===== config.mk =====
export PLATFORM = sky130hd
export DESIGN_NAME = temp_display_driver
export DESIGN_NICKNAME = d
export VERILOG_FILES = /design/src/rtl/temp_display_pkg.sv /design/src/rtl/temp_display_driver_bin2bcd_dd.sv /design/src/rtl/temp_display_driver.sv
export SDC_FILE = /design/constraint.sdc
export NUM_CORES = 1
export LEC_CHECK = 0
export CAP_MARGIN = 15
export CORE_MARGIN = 1.5
export CORE_UTILIZATION = 45
export DETAILED_ROUTE_END_ITERATION = 16
export PLACE_DENSITY_LB_ADDON = 0.2
export REMOVE_ABC_BUFFERS = 1
export SLEW_MARGIN = 20
export SYNTH_ARGS = -nofsm -noshare
export SYNTH_HDL_FRONTEND = slang
export SYNTH_SLANG_ARGS = --single-unit

===== constraint.sdc =====
create_clock -name clk -period 3.3 [get_ports clk]
set_clock_uncertainty 0.2 [all_clocks]
set_input_delay 0.495 -clock clk [delete_from_list [all_inputs] [get_ports clk]]
set_output_delay 0.495 -clock clk [all_outputs]
set_load 0.01 [all_outputs]

===== src/rtl/temp_display_pkg.sv =====
// Shared types and constants for the Fahrenheit display driver:
// converter FSM states, seven-segment glyphs (active-low, g..a) and slot count.
package temp_display_pkg;

  typedef enum logic [1:0] {
    IDLE  = 2'd0,
    SHIFT = 2'd1,
    DONE  = 2'd2
  } conv_state_t;

  localparam logic [6:0] SEG_0     = 7'b1000000;
  localparam logic [6:0] SEG_1     = 7'b1111001;
  localparam logic [6:0] SEG_2     = 7'b0100100;
  localparam logic [6:0] SEG_3     = 7'b0110000;
  localparam logic [6:0] SEG_4     = 7'b0011001;
  localparam logic [6:0] SEG_5     = 7'b0010010;
  localparam logic [6:0] SEG_6     = 7'b0000010;
  localparam logic [6:0] SEG_7     = 7'b1111000;
  localparam logic [6:0] SEG_8     = 7'b0000000;
  localparam logic [6:0] SEG_9     = 7'b0010000;
  localparam logic [6:0] SEG_F     = 7'b0001110;
  localparam logic [6:0] SEG_BLANK = 7'b1111111;

  localparam int NUM_SLOTS = 4;

  // Double-dabble correction: a BCD nibble of 5 or more would overflow
  // past 9 after the next doubling, so pre-add 3.
  function automatic logic [3:0] dd_adjust(input logic [3:0] nib);
    return (nib >= 4'd5) ? nib + 4'd3 : nib;
  endfunction

  // Decimal digit to glyph; anything outside 0..9 renders blank.
  function automatic logic [6:0] digit_glyph(input logic [3:0] d);
    logic [6:0] g;
    case (d)
      4'd0:    g = SEG_0;
      4'd1:    g = SEG_1;
      4'd2:    g = SEG_2;
      4'd3:    g = SEG_3;
      4'd4:    g = SEG_4;
      4'd5:    g = SEG_5;
      4'd6:    g = SEG_6;
      4'd7:    g = SEG_7;
      4'd8:    g = SEG_8;
      4'd9:    g = SEG_9;
      default: g = SEG_BLANK;
    endcase
    return g;
  endfunction

endpackage


===== src/rtl/temp_display_driver_bin2bcd_dd.sv =====
// Sequential double-dabble: 8-bit binary to three BCD digits in 8 shift cycles.
// result holds the scratch register; it is only meaningful while done=1.
module bin2bcd_dd
  import temp_display_pkg::*;
(
  input  logic        clk,
  input  logic        rst_n,
  input  logic        start,
  input  logic [7:0]  din,
  output logic        busy,
  output logic        done,
  output logic [11:0] result
);

  conv_state_t state, state_next;
  logic [7:0]  shreg;
  logic [11:0] scratch;
  logic [11:0] adj;
  logic [2:0]  iter;

  // State register
  always_ff @(posedge clk or negedge rst_n) begin
    if (!rst_n) state <= IDLE;
    else        state <= state_next;
  end

  // Next-state: eight SHIFT iterations (iter 0..7), then one DONE cycle
  always_comb begin
    state_next = state;
    case (state)
      IDLE:    if (start) state_next = SHIFT;
      SHIFT:   if (iter == 3'd7) state_next = DONE;
      DONE:    state_next = IDLE;
      default: state_next = IDLE;
    endcase
  end

  // FSM outputs
  always_comb begin
    busy = (state != IDLE);
    done = (state == DONE);
  end

  // Add-3 correction on every scratch nibble ahead of the shift
  always_comb begin
    adj = {dd_adjust(scratch[11:8]), dd_adjust(scratch[7:4]), dd_adjust(scratch[3:0])};
  end

  // Shift datapath: load on start, then shift corrected scratch and operand left
  always_ff @(posedge clk or negedge rst_n) begin
    if (!rst_n) begin
      shreg   <= '0;
      scratch <= '0;
      iter    <= '0;
    end else begin
      case (state)
        IDLE: begin
          if (start) begin
            shreg   <= din;
            scratch <= '0;
            iter    <= '0;
          end
        end
        SHIFT: begin
          {scratch, shreg} <= {adj, shreg} << 1;
          iter             <= iter + 3'd1;
        end
        default: ;
      endcase
    end
  end

  assign result = scratch;

endmodule


===== src/rtl/temp_display_driver.sv =====
// Fahrenheit display driver: converts the 8-bit value to BCD and scans it onto
// a 4-digit common-anode display as [hundreds][tens][ones][F].
module temp_display_driver
  import temp_display_pkg::*;
#(
  parameter int REFRESH_DIV   = 100000,
  parameter int BLANK_LEADING = 1
) (
  input  logic        clk,
  input  logic        rst_n,
  input  logic        in_valid,
  input  logic [7:0]  in_data,
  output logic        in_ready,
  output logic        bcd_valid,
  output logic [11:0] bcd,
  output logic [3:0]  an,
  output logic [6:0]  seg,
  output logic        dp
);

  localparam int                CNT_W     = $clog2(REFRESH_DIV);
  localparam logic [CNT_W-1:0]  CNT_MAX   = CNT_W'(REFRESH_DIV - 1);
  localparam logic [1:0]        SLOT_LAST = 2'(NUM_SLOTS - 1);

  logic        conv_busy;
  logic        conv_done;
  logic [11:0] conv_result;
  logic [11:0] disp;
  logic [CNT_W-1:0] cnt;
  logic        tick;
  logic [1:0]  slot, slot_next;
  logic [6:0]  glyph_next;
  logic        hide_h, hide_t;

  bin2bcd_dd u_conv (
    .clk    (clk),
    .rst_n  (rst_n),
    .start  (in_valid),
    .din    (in_data),
    .busy   (conv_busy),
    .done   (conv_done),
    .result (conv_result)
  );

  assign in_ready = ~conv_busy;
  assign dp       = 1'b1;

  // Latch a finished conversion into the bcd output and the display register
  always_ff @(posedge clk or negedge rst_n) begin
    if (!rst_n) begin
      bcd       <= '0;
      disp      <= '0;
      bcd_valid <= 1'b0;
    end else begin
      bcd_valid <= conv_done;
      if (conv_done) begin
        bcd  <= conv_result;
        disp <= conv_result;
      end
    end
  end

  // Refresh counter: one tick every REFRESH_DIV cycles
  always_ff @(posedge clk or negedge rst_n) begin
    if (!rst_n)    cnt <= '0;
    else if (tick) cnt <= '0;
    else           cnt <= cnt + CNT_W'(1);
  end

  assign tick      = (cnt == CNT_MAX);
  assign slot_next = (slot == SLOT_LAST) ? 2'd0 : slot + 2'd1;

  // Leading-zero blanking and glyph selection for the slot about to be shown
  always_comb begin
    hide_h     = (BLANK_LEADING != 0) && (disp[11:8] == 4'd0);
    hide_t     = hide_h && (disp[7:4] == 4'd0);
    glyph_next = SEG_BLANK;
    case (slot_next)
      2'd0:    glyph_next = SEG_F;
      2'd1:    glyph_next = digit_glyph(disp[3:0]);
      2'd2:    glyph_next = hide_t ? SEG_BLANK : digit_glyph(disp[7:4]);
      default: glyph_next = hide_h ? SEG_BLANK : digit_glyph(disp[11:8]);
    endcase
  end

  // Scan register: advance slot and register an/seg together on each tick
  always_ff @(posedge clk or negedge rst_n) begin
    if (!rst_n) begin
      slot <= SLOT_LAST;
      an   <= 4'b1111;
      seg  <= SEG_BLANK;
    end else if (tick) begin
      slot <= slot_next;
      an   <= ~(4'b0001 << slot_next);
      seg  <= glyph_next;
    end
  end

endmodule


**After elaboration in Yosys (flattened, before gate mapping)**

Memories as Yosys holds them, arrays and structs flattened.
Index checks and enable logic that the tools add are counted.

- Flip-flop bits (word level): 68
- Latch bits: 0
- RAM bits: 0
- Memory bits (read-only): 336
- Output and inout port bits: 26
- Logic and storage cells: 60
- Memories: 3

Memory list:

| name | depth | bits a word | rd ports | clocked after memory_dff | wr ports | RTL line | text |
|---|---|---|---|---|---|---|---|
| (name not given) | 16 | 7 | 1 | 0 | 0 | temp_display_pkg.sv:35 | `case (d)` |
| (name not given) | 16 | 7 | 1 | 0 | 0 | temp_display_pkg.sv:35 |  |
| (name not given) | 16 | 7 | 1 | 0 | 0 | temp_display_pkg.sv:35 |  |

- Add/sub/neg operators: 6
- Multipliers: 0
- Divide/modulo/power cells: 0
- Order comparisons: 3
- Equal/unequal tests: 9
- Shift operators: 1
- Muxes and demuxes: 17
- Bitwise logic cells: 2
- Reduce and logical (&&, ||, !) cells: 9

Operators with widths:

| kind | number |
|---|---|
| case mux 12 bit (2 select lines) | 1 |
| case mux 7 bit (3 select lines) | 1 |
| adder 17 x 1 -> 17 bit, second input constant | 1 |
| == test 17 bit, second input constant | 1 |
| 2-to-1 mux 17 bit | 1 |
| case mux 8 bit (2 select lines) | 1 |
| 2-to-1 mux 7 bit | 2 |
| >= comparator 4 x 3 -> 1 bit, second input constant | 3 |
| 2-to-1 mux 12 bit | 1 |
| adder 4 x 2 -> 4 bit, second input constant | 2 |
| zero test 4 bit | 2 |
| 2-to-1 mux 4 bit | 2 |
| 2-to-1 mux 8 bit | 1 |
| == test 2 bit, second input constant | 3 |
| 2-to-1 mux 2 bit | 3 |
| 2-to-1 mux 3 bit | 2 |
| case mux 3 bit (2 select lines) | 1 |
| == test 2 x 1 -> 1 bit, second input constant | 2 |
| zero test 2 bit | 2 |
| NOT 4 bit | 1 |
| case mux 2 bit (2 select lines) | 1 |
| AND reduction 2 bit | 2 |
| nonzero test 2 bit | 2 |
| left shift 1 x 2 -> 4 bit, first input constant | 1 |
| 8 further kinds | 8 |

**Logic depth before layout (Yosys ltp)**

Gate-level depths: netlist of run 1.

- Depth in word-level cells: 4
- Depth in mapped cells: 8
- Mapped depth without buffers: 7

**Modules after synthesis**

A second synthesis of run 1 with hierarchy kept.

- Cell total of the unflattened synthesis: 407
- Area, all modules: 4011.3 µm²

Modules (own cells, without submodules):

| module | times used | cells an instance | area each (µm²) | sequential area each (µm²) |
|---|---|---|---|---|
| temp_display_driver | 1 | 271 | 2615.0 | 1092.3 |
| bin2bcd_dd | 1 | 136 | 1396.3 | 625.6 |

**Worst setup path after synthesis of run 1**

OpenSTA, ideal clock, no wires.

- Kind: register to register
- Start point: reg cnt[12]
- End point: reg seg[2]
- Arrival time: 1.706 ns
- Path slack: 1.308 ns
- Stages on the path, launching flop included: 6
- Clock period less this slack: 1.992 ns
- Cells stage by stage: dfrtp_1 > or4b_1 > nor4b_2 > nand4_1 > buf_4 > o31ai_2

- Word-level cells in the longest chain between the ends: 1

RTL lines:

| what | RTL line | text |
|---|---|---|
| start, declared | temp_display_driver.sv:29 | `logic [CNT_W-1:0] cnt;` |
| start signal, assigned | temp_display_driver.sv:67 | `else cnt <= cnt + CNT_W'(1);` |
| == test 17 bit | temp_display_driver.sv:70 | `assign tick = (cnt == CNT_MAX);` |
| end signal, assigned | temp_display_driver.sv:95 | `seg <= glyph_next;` |
| end, declared | temp_display_driver.sv:17 | `output logic [6:0] seg,` |

Every way passes these cells.
A chain may end at the register's enable or synchronous reset.

**Final worst setup path of run 1**

- Start point: reg cnt[12]
- End point: reg seg[5]

The elaborated chain is that of the path after synthesis.

==> flow_metrics.py, run 1 <==
metrics = {
    "outcome": {
        "outcome": "finished, final reports clean",
    },
    "finish": {
        "synthToLayoutAreaGrowth_pct": 17.0,
        "fin_nets": 476,
        "fillers": 746,
        "final_common_cell": "dfrtp_1",
        "antenna_cells": 0,
        "stdcell_area_mm2": 0.00449,
        "drive_gt1_frac": 0.103,
        "final_cell_mix": "dfrtp_1 (55), nand2_1 (42), o21ai_0 (38)",
        "postLayoutCoreUtil": 0.546,
    },
    "setup_path": {
        "start_kind": "register",
        "path_class": "reg2reg",
        "r2r-end": "seg[5]",
        "worstPathArrival_ns": 2.34,
        "reg2reg_depth": 5,
        "path_max_fanout": 13,
        "worst_setup_path_end_kind": "register",
        "crit_required_ns": 3.36,
        "reg2reg_from": "cnt[12]",
        "rrSetupSlack_ns": 1.02,
    },
    "clock_tree": {
        "cts.clk_slew.worst_paths_ns": 0.07,
        "cts.sinks": 68,
        "clock_path_buffers": 2,
        "cts_tree": "done",
        "htree_levels": 3,
        "post_cts_buffers": 0,
        "cts_hold_buf": 0,
        "clockRootBuffer": "clkbuf_8",
        "worst_skew_pair.late_latency_ns": 0.33,
        "cts_resized": 0,
        "cts_buffers": 9,
    },
    "die": {
        "start_util": 0.466,
        "coreArea_mm2": 0.00822,
        "fp-row-count": 33,
        "die_w_um": 95.3,
        "ioPinCount": 37,
        "die_area_mm2": 0.00908,
        "die_y_um": 95.3,
    },
    "drt": {
        "highest_layer": "met4",
        "wl_per_cell_um": 13.7,
        "via_count": 2849,
        "wl_mm": 7.43,
        "route.met3.wl_um": 301,
        "met2_length_mm": 3.50,
        "firstDrtPassIters": 4,
        "drc_errors": 0,
        "via_per_inst": 5.24,
        "wl_met1_mm": 3.58,
        "drtIter0Drc": 113,
        "drtAntennaViolNets": 0,
    },
    "global_route": {
        "grt_pass1_wl_mm": 12.8,
        "grt_overflow_total": 0,
        "grt_start_max_net_pins": 39,
        "grt_usage": 0.181,
        "grt_pass1_vias": 2739,
        "antenna_found_initial": 0,
    },
    "logic_synthesis": {
        "synthArstFlopShare": 1.00,
        "ys_seq_area_frac": 0.448,
        "ys_warn_count": 0,
        "synth-seq-cells": 68,
        "syn_avg_cell_area_um2": 9.51,
        "synth_cell_types": 50,
        "netlist_top_cells_area": "dfrtp_1 (36%), ha_1 (10%), dfstp_2 (8.9%)",
        "syn_area_mm2": 0.00383,
        "synth_area_leader_cell": "dfrtp_1",
        "synthFlopType": "dfrtp_1",
        "synth_edf_count": 0,
        "syn_inst": 403,
        "yosysTopAreaCellShare": 0.359,
    },
    "place": {
        "post-dp-hpwl_mm": 5.39,
        "placed_cell_area_mm2": 0.00427,
        "gp_congestion": 0.840,
        "numPortBuffers": 35,
    },
    "sta": {
        "fin_crit_sh": 0.691,
        "finalSetupViolCount": 0,
        "timing.fmax_mhz": 438,
        "rsz0062_at_grt": "no",
        "final_max_slew_viol_count": 0,
        "tightest_slew_ns": 0.716,
        "period_needed_ns": 2.28,
        "setup-tns-final_ns": 0,
        "hold_slack_ns": 0.0237,
        "slew_headroom": 0.523,
        "finalHoldViolCount": 0,
    },
    "power_and_ir_drop": {
        "power_density_mw_per_mm2": 701,
        "leakage_nw": 1.94,
        "peakVddDrop_mv": 0.482,
    },
    "min_path": {
        "hold_class": "in2async",
    },
    "job": {
        "maxCapViolCount": 0,
    },
}
worst max path at each step:
| stage | start | to | slack [ns] | depth (start not counted) |
|---|---|---|---|---|
| 2_1_floorplan | cnt[12] | slot[0] | 0.75 | 5 |
| 4_1_cts | disp[10] | bcd[10] | 1.00 | 1 |
| 6_report | cnt[12] | seg[5] | 1.02 | 5 |
| 5_1_grt | cnt[12] | seg[5] | 0.77 | 5 |
| 3_3_place_gp | cnt[12] | seg[6] | 1.07 | 5 |
| 3_5_place_dp | in_valid | u_conv.shreg[4] | 1.03 | 4 |
metal layers:
metal	GRT usage	up-vias
met5	0	-
li1	-	1456
met2	0.293	41
met4	0.0535	0
met1	0.235	1347
met3	0.0494	5
synth_stat cells, drive strengths merged (4+ instances only):
cell type,n
nor2,27
a22oi,7
a21oi,27
xnor2,8
buf,5
nor3,5
clkbuf,15
nand2b,12
nand2,42
and2,6
xor2,12
nor2b,10
o31ai,4
inv,20
dfrtp,55
a22o,7
and4,4
ha,31
o21ai,47
nand3,8
mux2,7
dfstp,13
final cells by class:
type	instances	area, µm²	share of cell area
well taps	105	131	0.0293
inverters	20	75.1	0.0167
clock buffers	12	165	0.0368
multi-input cells	295	1950	0.436
clock inverters	4	46.3	0.0103
flip-flops and latches	68	1720	0.383
repair buffers	40	395	0.0881
stage by stage:
| step | power (mW) | instances | setup WS, ns |
|---|---|---|---|
| floorplan | 2.06 | 383 | 0.754 |
| global placement | 2.44 | 528 | 1.07 |
| detailed placement | 2.47 | 528 | 1.03 |
| CTS | 3.19 | 544 | 1.00 |
| global route | 3.43 | 544 | 0.774 |
| finish | 3.15 | 544 | 1.02 |
sequential cells by signal (all words and copies together) (netlist names):
| name | cells |
|---|---|
| bcd_valid | 1 |
| u_conv.result | 12 |
| u_conv.iter | 3 |
| disp | 12 |
| an | 4 |
| u_conv.state | 2 |
| cnt | 17 |
| u_conv.shreg | 8 |
| seg | 7 |
| slot | 2 |
critical path: stages, from the launching register on:
cell	delay, ns
dfrtp_1	0.40
or4b_1	0.54
nor4b_2	0.26
and4_1	0.51
o21ai_0	0.15
o21ai_1	0.15
cells by family (layout without fill, tap and decap cells):
family,Yosys count,after routing,share of synthesized area
xor+xnor,20,20,0.0457
compound gates,113,113,0.182
simple gates,121,121,0.154
mux,9,9,0.0258
flops,68,68,0.448
fa+ha+maj,31,31,0.101
buf+inv,40,76,0.0418
other cells,1,1,0.000978
power breakdown:
part / switching [mW] / internal (mW) / total, mW
logic: 0.622 / 0.573 / 1.20
clock network: 0.292 / 0.407 / 0.699
registers: 0.239 / 1.01 / 1.25
Power figures use the tool's default switching activity.
==> run 2, diff against run 1 <==
Clock period 3.3 ns to 2.3 ns, I/O delays scaled along.
==> run 2 against run 1 <==
Net effect:
- critical path type unchanged
- combinational power is 57% higher
- cell count grew 3.1%
- critical path depth stayed put
==> flow_metrics.py, run 2 (synthesis gave the netlist of run 1 again) <==
metrics = {
    "outcome": {
        "outcome": "finished, final reports clean",
    },
    "clock_tree": {
        "cts.clk_slew.worst_paths_ns": 0.07,
        "worst_skew_pair.late_latency_ns": 0.34,
        "cts_buffers": 9,
        "cts.sinks": 68,
        "htree_levels": 3,
        "cts_tree": "done",
        "clock_path_buffers": 2,
        "clockRootBuffer": "clkbuf_8",
        "cts_resized": 0,
    },
    "setup_path": {
        "start_kind": "register",
        "slowest_stage": "or4b_1",
        "crit_required_ns": 2.35,
        "crit_chain": "or4b_1, nor4b_2, nand4_1, buf_4, o31ai_2",
        "worst_setup_path_end_kind": "register",
        "worst_path_largest_cell_delay_ns": 0.55,
        "path_max_fanout": 17,
        "path_class": "reg2reg",
        "worstPathArrival_ns": 2.29,
    },
    "global_route": {
        "grt_usage": 0.189,
        "grt_overflow_total": 0,
        "grt_start_max_net_pins": 69,
        "grt_pass1_wl_mm": 13.2,
        "antenna_found_initial": 0,
        "grt_pass1_vias": 2800,
    },
    "drt": {
        "wl_met1_mm": 3.65,
        "via_per_inst": 5.20,
        "drtAntennaViolNets": 0,
        "drc_errors": 0,
        "wl_mm": 7.83,
        "drtIter0Drc": 149,
        "highest_layer": "met4",
        "met2_length_mm": 3.86,
        "via_count": 2919,
        "route.met3.wl_um": 255,
        "firstDrtPassIters": 4,
        "wl_per_cell_um": 14.0,
    },
    "min_path": {
        "hold_class": "reg2reg",
    },
    "finish": {
        "multi_input_area_mm2": 0.00195,
        "synthToLayoutAreaGrowth_pct": 19.8,
        "regMostFlops": "cnt",
        "stdcell_area_mm2": 0.00459,
        "drive_gt1_frac": 0.132,
        "fillers": 724,
        "final_cell_mix": "dfrtp_1 (55), nand2_1 (42), o21ai_0 (38)",
        "largest_reg_flops": 17,
        "seq_area_mm2": 0.00172,
        "antenna_cells": 0,
        "fin_cells": 561,
        "final_common_cell": "dfrtp_1",
        "fin_nets": 495,
    },
    "sta": {
        "final_max_slew_viol_count": 0,
        "hold_slack_ns": 0.266,
        "fin_crit_sh": 0.972,
        "setup-tns-final_ns": 0,
        "finalHoldViolCount": 0,
        "timing.fmax_mhz": 447,
        "tightest_slew_ns": 0.548,
        "period_needed_ns": 2.24,
        "finalSetupViolCount": 0,
        "slew_headroom": 0.635,
    },
    "job": {
        "maxCapViolCount": 0,
    },
    "die": {
        "die_y_um": 95.3,
        "die_area_mm2": 0.00908,
        "die_w_um": 95.3,
        "start_util": 0.466,
        "fp-row-count": 33,
        "coreArea_mm2": 0.00822,
        "ioPinCount": 37,
    },
    "place": {
        "dp_cells": 544,
        "gp_congestion": 0.854,
        "placed_cell_area_mm2": 0.00439,
        "numPortBuffers": 35,
        "post-dp-hpwl_mm": 5.60,
    },
    "power_and_ir_drop": {
        "leakage_nw": 2.02,
        "peakVddDrop_mv": 0.533,
        "power_density_mw_per_mm2": 980,
    },
}
==> run 2: per-layer routing <==
layer  track usage  vias up
met2         0.313       34
met5             0        -
met4        0.0485        0
li1              -     1488
met1         0.239     1390
met3        0.0566        7
==> run 2: path summary, 6_finish.rpt <==
| path | from | endpoint | slack, ns | cells past startpoint |
|---|---|---|---|---|
| worst max-delay path | cnt[12] | seg[1] | 0.06 | 5 |
| worst min-delay path | an[1] | an[1] | 0.27 | 2 |
| worst max register to register | cnt[12] | seg[1] | 0.06 | 5 |
| worst min register to register | an[1] | an[1] | 0.27 | 2 |
| max in group asynchronous | rst_n | seg[5] | 1.22 | 3 |
| min in group asynchronous | rst_n | cnt[4] | 0.37 | 3 |
==> run 2: area by class of cell <==
class	count	share of cell area
Timing Repair Buffer	59	0.118
Inverter	20	0.0164
Tap cell	105	0.0286
Sequential cell	68	0.374
Multi-Input combinational cell	295	0.426
Clock inverter	3	0.00872
Clock buffer	11	0.0286
==> run 2: critical path, delay by kind of cell, from the launching register on <==
kind	cells	cell delay, ns
flops	1	0.37
simple gates	3	1.04
compound gates	1	0.26
buf+inv	1	0.27
==> run 2: report_power, final <==
part           switching [mW]  internal (mW)  total (mW)  leakage [nW]
clock                   0.412          0.486       0.898        0.0890
combinational           0.990          0.887        1.88          1.08
sequential              0.271           1.45        1.73         0.856
total                    1.67           2.83        4.50          2.02
==> run 2: stage by stage <==
step,worst slack (ns),utilization,power [mW]
floorplan,-0.246,-,2.96
global placement,0.115,0.535,3.58
detailed placement,0.0395,0.535,3.63
CTS,0.00549,0.557,4.56
global route,-0.0235,0.559,4.92
finish,0.0635,0.559,4.50
==> run 2: what timing repair did <==
action | 4_1_cts | 5_1_grt
hold buffers | 1 | 0
cloned | 0 | 0
pin swaps | 1 | 1
hold endpoints to repair | 55 | 0
endpoints found under the setup margin | 1 | 3
setup buffers | 0 | 2
==> run 3, diff against run 2 <==
Settings changed: SKIP_CTS_REPAIR_TIMING set to 1.
==> run 3 against run 2 <==
Net effect:
- utilization is the same
- design area did not move
- combinational power about the same
- fmax rose by 0.54%
- global-route usage unchanged
- non-clock buffer count is the same
- count of clock-buffer cells in the layout did not move
- die area stayed put
- highest routed layer unchanged
==> flow_metrics.py, run 3 (synthesis gave the netlist of run 1 again) <==
metrics = {
    "clock_tree": {
        "cts_buffers": 9,
        "htree_levels": 3,
        "cts_tree": "done",
        "clockRootBuffer": "clkbuf_8",
        "cts.clk_slew.worst_paths_ns": 0.07,
        "worst_skew_pair.late_latency_ns": 0.34,
        "cts.sinks": 68,
        "clock_path_buffers": 2,
    },
    "drt": {
        "met2_length_mm": 3.86,
        "drc_errors": 0,
        "route.met3.wl_um": 276,
        "wl_per_cell_um": 14.0,
        "wl_met1_mm": 3.62,
        "highest_layer": "met4",
        "drtIter0Drc": 112,
        "via_per_inst": 5.24,
        "firstDrtPassIters": 4,
        "drtAntennaViolNets": 0,
        "wl_mm": 7.83,
        "via_count": 2939,
    },
    "power_and_ir_drop": {
        "leakage_nw": 2.02,
        "power_density_mw_per_mm2": 981,
        "peakVddDrop_mv": 0.533,
    },
    "min_path": {
        "hp-start": "cnt[0]",
        "hold_class": "reg2reg",
    },
    "die": {
        "die_y_um": 95.3,
        "ioPinCount": 37,
        "start_util": 0.466,
        "fp-row-count": 33,
        "die_w_um": 95.3,
        "die_area_mm2": 0.00908,
        "coreArea_mm2": 0.00822,
    },
    "finish": {
        "final_cell_mix": "dfrtp_1 (55), nand2_1 (42), o21ai_0 (38)",
        "largest_reg_flops": 17,
        "fin_nets": 495,
        "final_common_cell": "dfrtp_1",
        "drive_gt1_frac": 0.132,
        "regMostFlops": "cnt",
        "postLayoutCoreUtil": 0.559,
        "antenna_cells": 0,
        "synthToLayoutAreaGrowth_pct": 19.8,
    },
    "place": {
        "post-dp-hpwl_mm": 5.60,
        "pre_cts_slack_ns": 0.0395,
        "gp_congestion": 0.854,
        "numPortBuffers": 35,
    },
    "global_route": {
        "antenna_found_initial": 0,
        "grt_pass1_vias": 2800,
        "grt_start_max_net_pins": 69,
        "grt_overflow_total": 0,
        "grt_usage": 0.189,
        "grt_pass1_wl_mm": 13.2,
    },
    "outcome": {
        "outcome": "finished, final reports clean",
    },
    "sta": {
        "finalHoldViolCount": 0,
        "period_needed_ns": 2.22,
        "fin_crit_sh": 0.967,
        "tightest_slew_ns": 0.548,
        "timing.fmax_mhz": 450,
        "final_max_slew_viol_count": 0,
        "finalSetupViolCount": 0,
        "slew_headroom": 0.635,
        "setup_ws_ns": 0.0755,
    },
    "setup_path": {
        "path_class": "reg2reg",
        "start_kind": "register",
        "reg2reg_from": "cnt[12]",
        "worst_setup_path_end_kind": "register",
        "path_max_fanout": 17,
        "crit_required_ns": 2.35,
        "startpoint": "cnt[12]",
        "worstPathArrival_ns": 2.28,
    },
    "job": {
        "maxCapViolCount": 0,
    },
}
run 3: stage by stage:
stage | instance area [µm²] | hold WS (ns) | setup TNS (ns) | instances | total power, mW
after floorplan | 3750 | -0.151 | -0.750 | 383 | 2.96
after global placement | 4390 | 0.201 | 0 | 544 | 3.58
after detailed placement | 4390 | 0.199 | 0 | 544 | 3.63
after CTS | 4570 | -0.174 | -0.000433 | 558 | 4.56
after global routing | 4590 | 0.284 | -0.0405 | 561 | 4.92
final | 4590 | 0.265 | 0 | 561 | 4.50
run 3: critical path, cell delays in order (launching register included):
cell     delay, ns
dfrtp_1       0.37
or4b_1        0.55
nor4b_2       0.26
nand4_1       0.23
buf_4         0.27
o31ai_2       0.26
run 3: routing by layer:
metal	vias up	global-route usage
li1	1492	-
met1	1389	0.239
met2	49	0.313
met3	9	0.0566
met4	0	0.0485
met5	-	0
run 3: power by group:
part / switching (mW) / leakage [nW] / total [mW] / internal (mW)
registers: 0.271 / 0.856 / 1.73 / 1.45
logic: 0.992 / 1.08 / 1.88 / 0.887
clock network: 0.414 / 0.0890 / 0.899 / 0.486
total: 1.68 / 2.02 / 4.50 / 2.83
run 3: final cells by class:
type | count | area, µm²
clock inverters | 3 | 40.0
repair buffers | 59 | 541
flip-flops and latches | 68 | 1720
clock buffers | 11 | 131
inverters | 20 | 75.1
well taps | 105 | 131
multi-input cells | 295 | 1950
fillers | 724 | 3630
run 3: worst paths after layout:
path / end / slack (ns) / depth (start not counted)
hold reg to reg: cnt[0] / 0.27 / 1
min in group asynchronous: cnt[4] / 0.37 / 3
max in group asynchronous: seg[5] / 1.22 / 3
setup reg to reg: seg[1] / 0.08 / 5
hold / removal: cnt[0] / 0.27 / 1
setup / recovery: seg[1] / 0.08 / 5
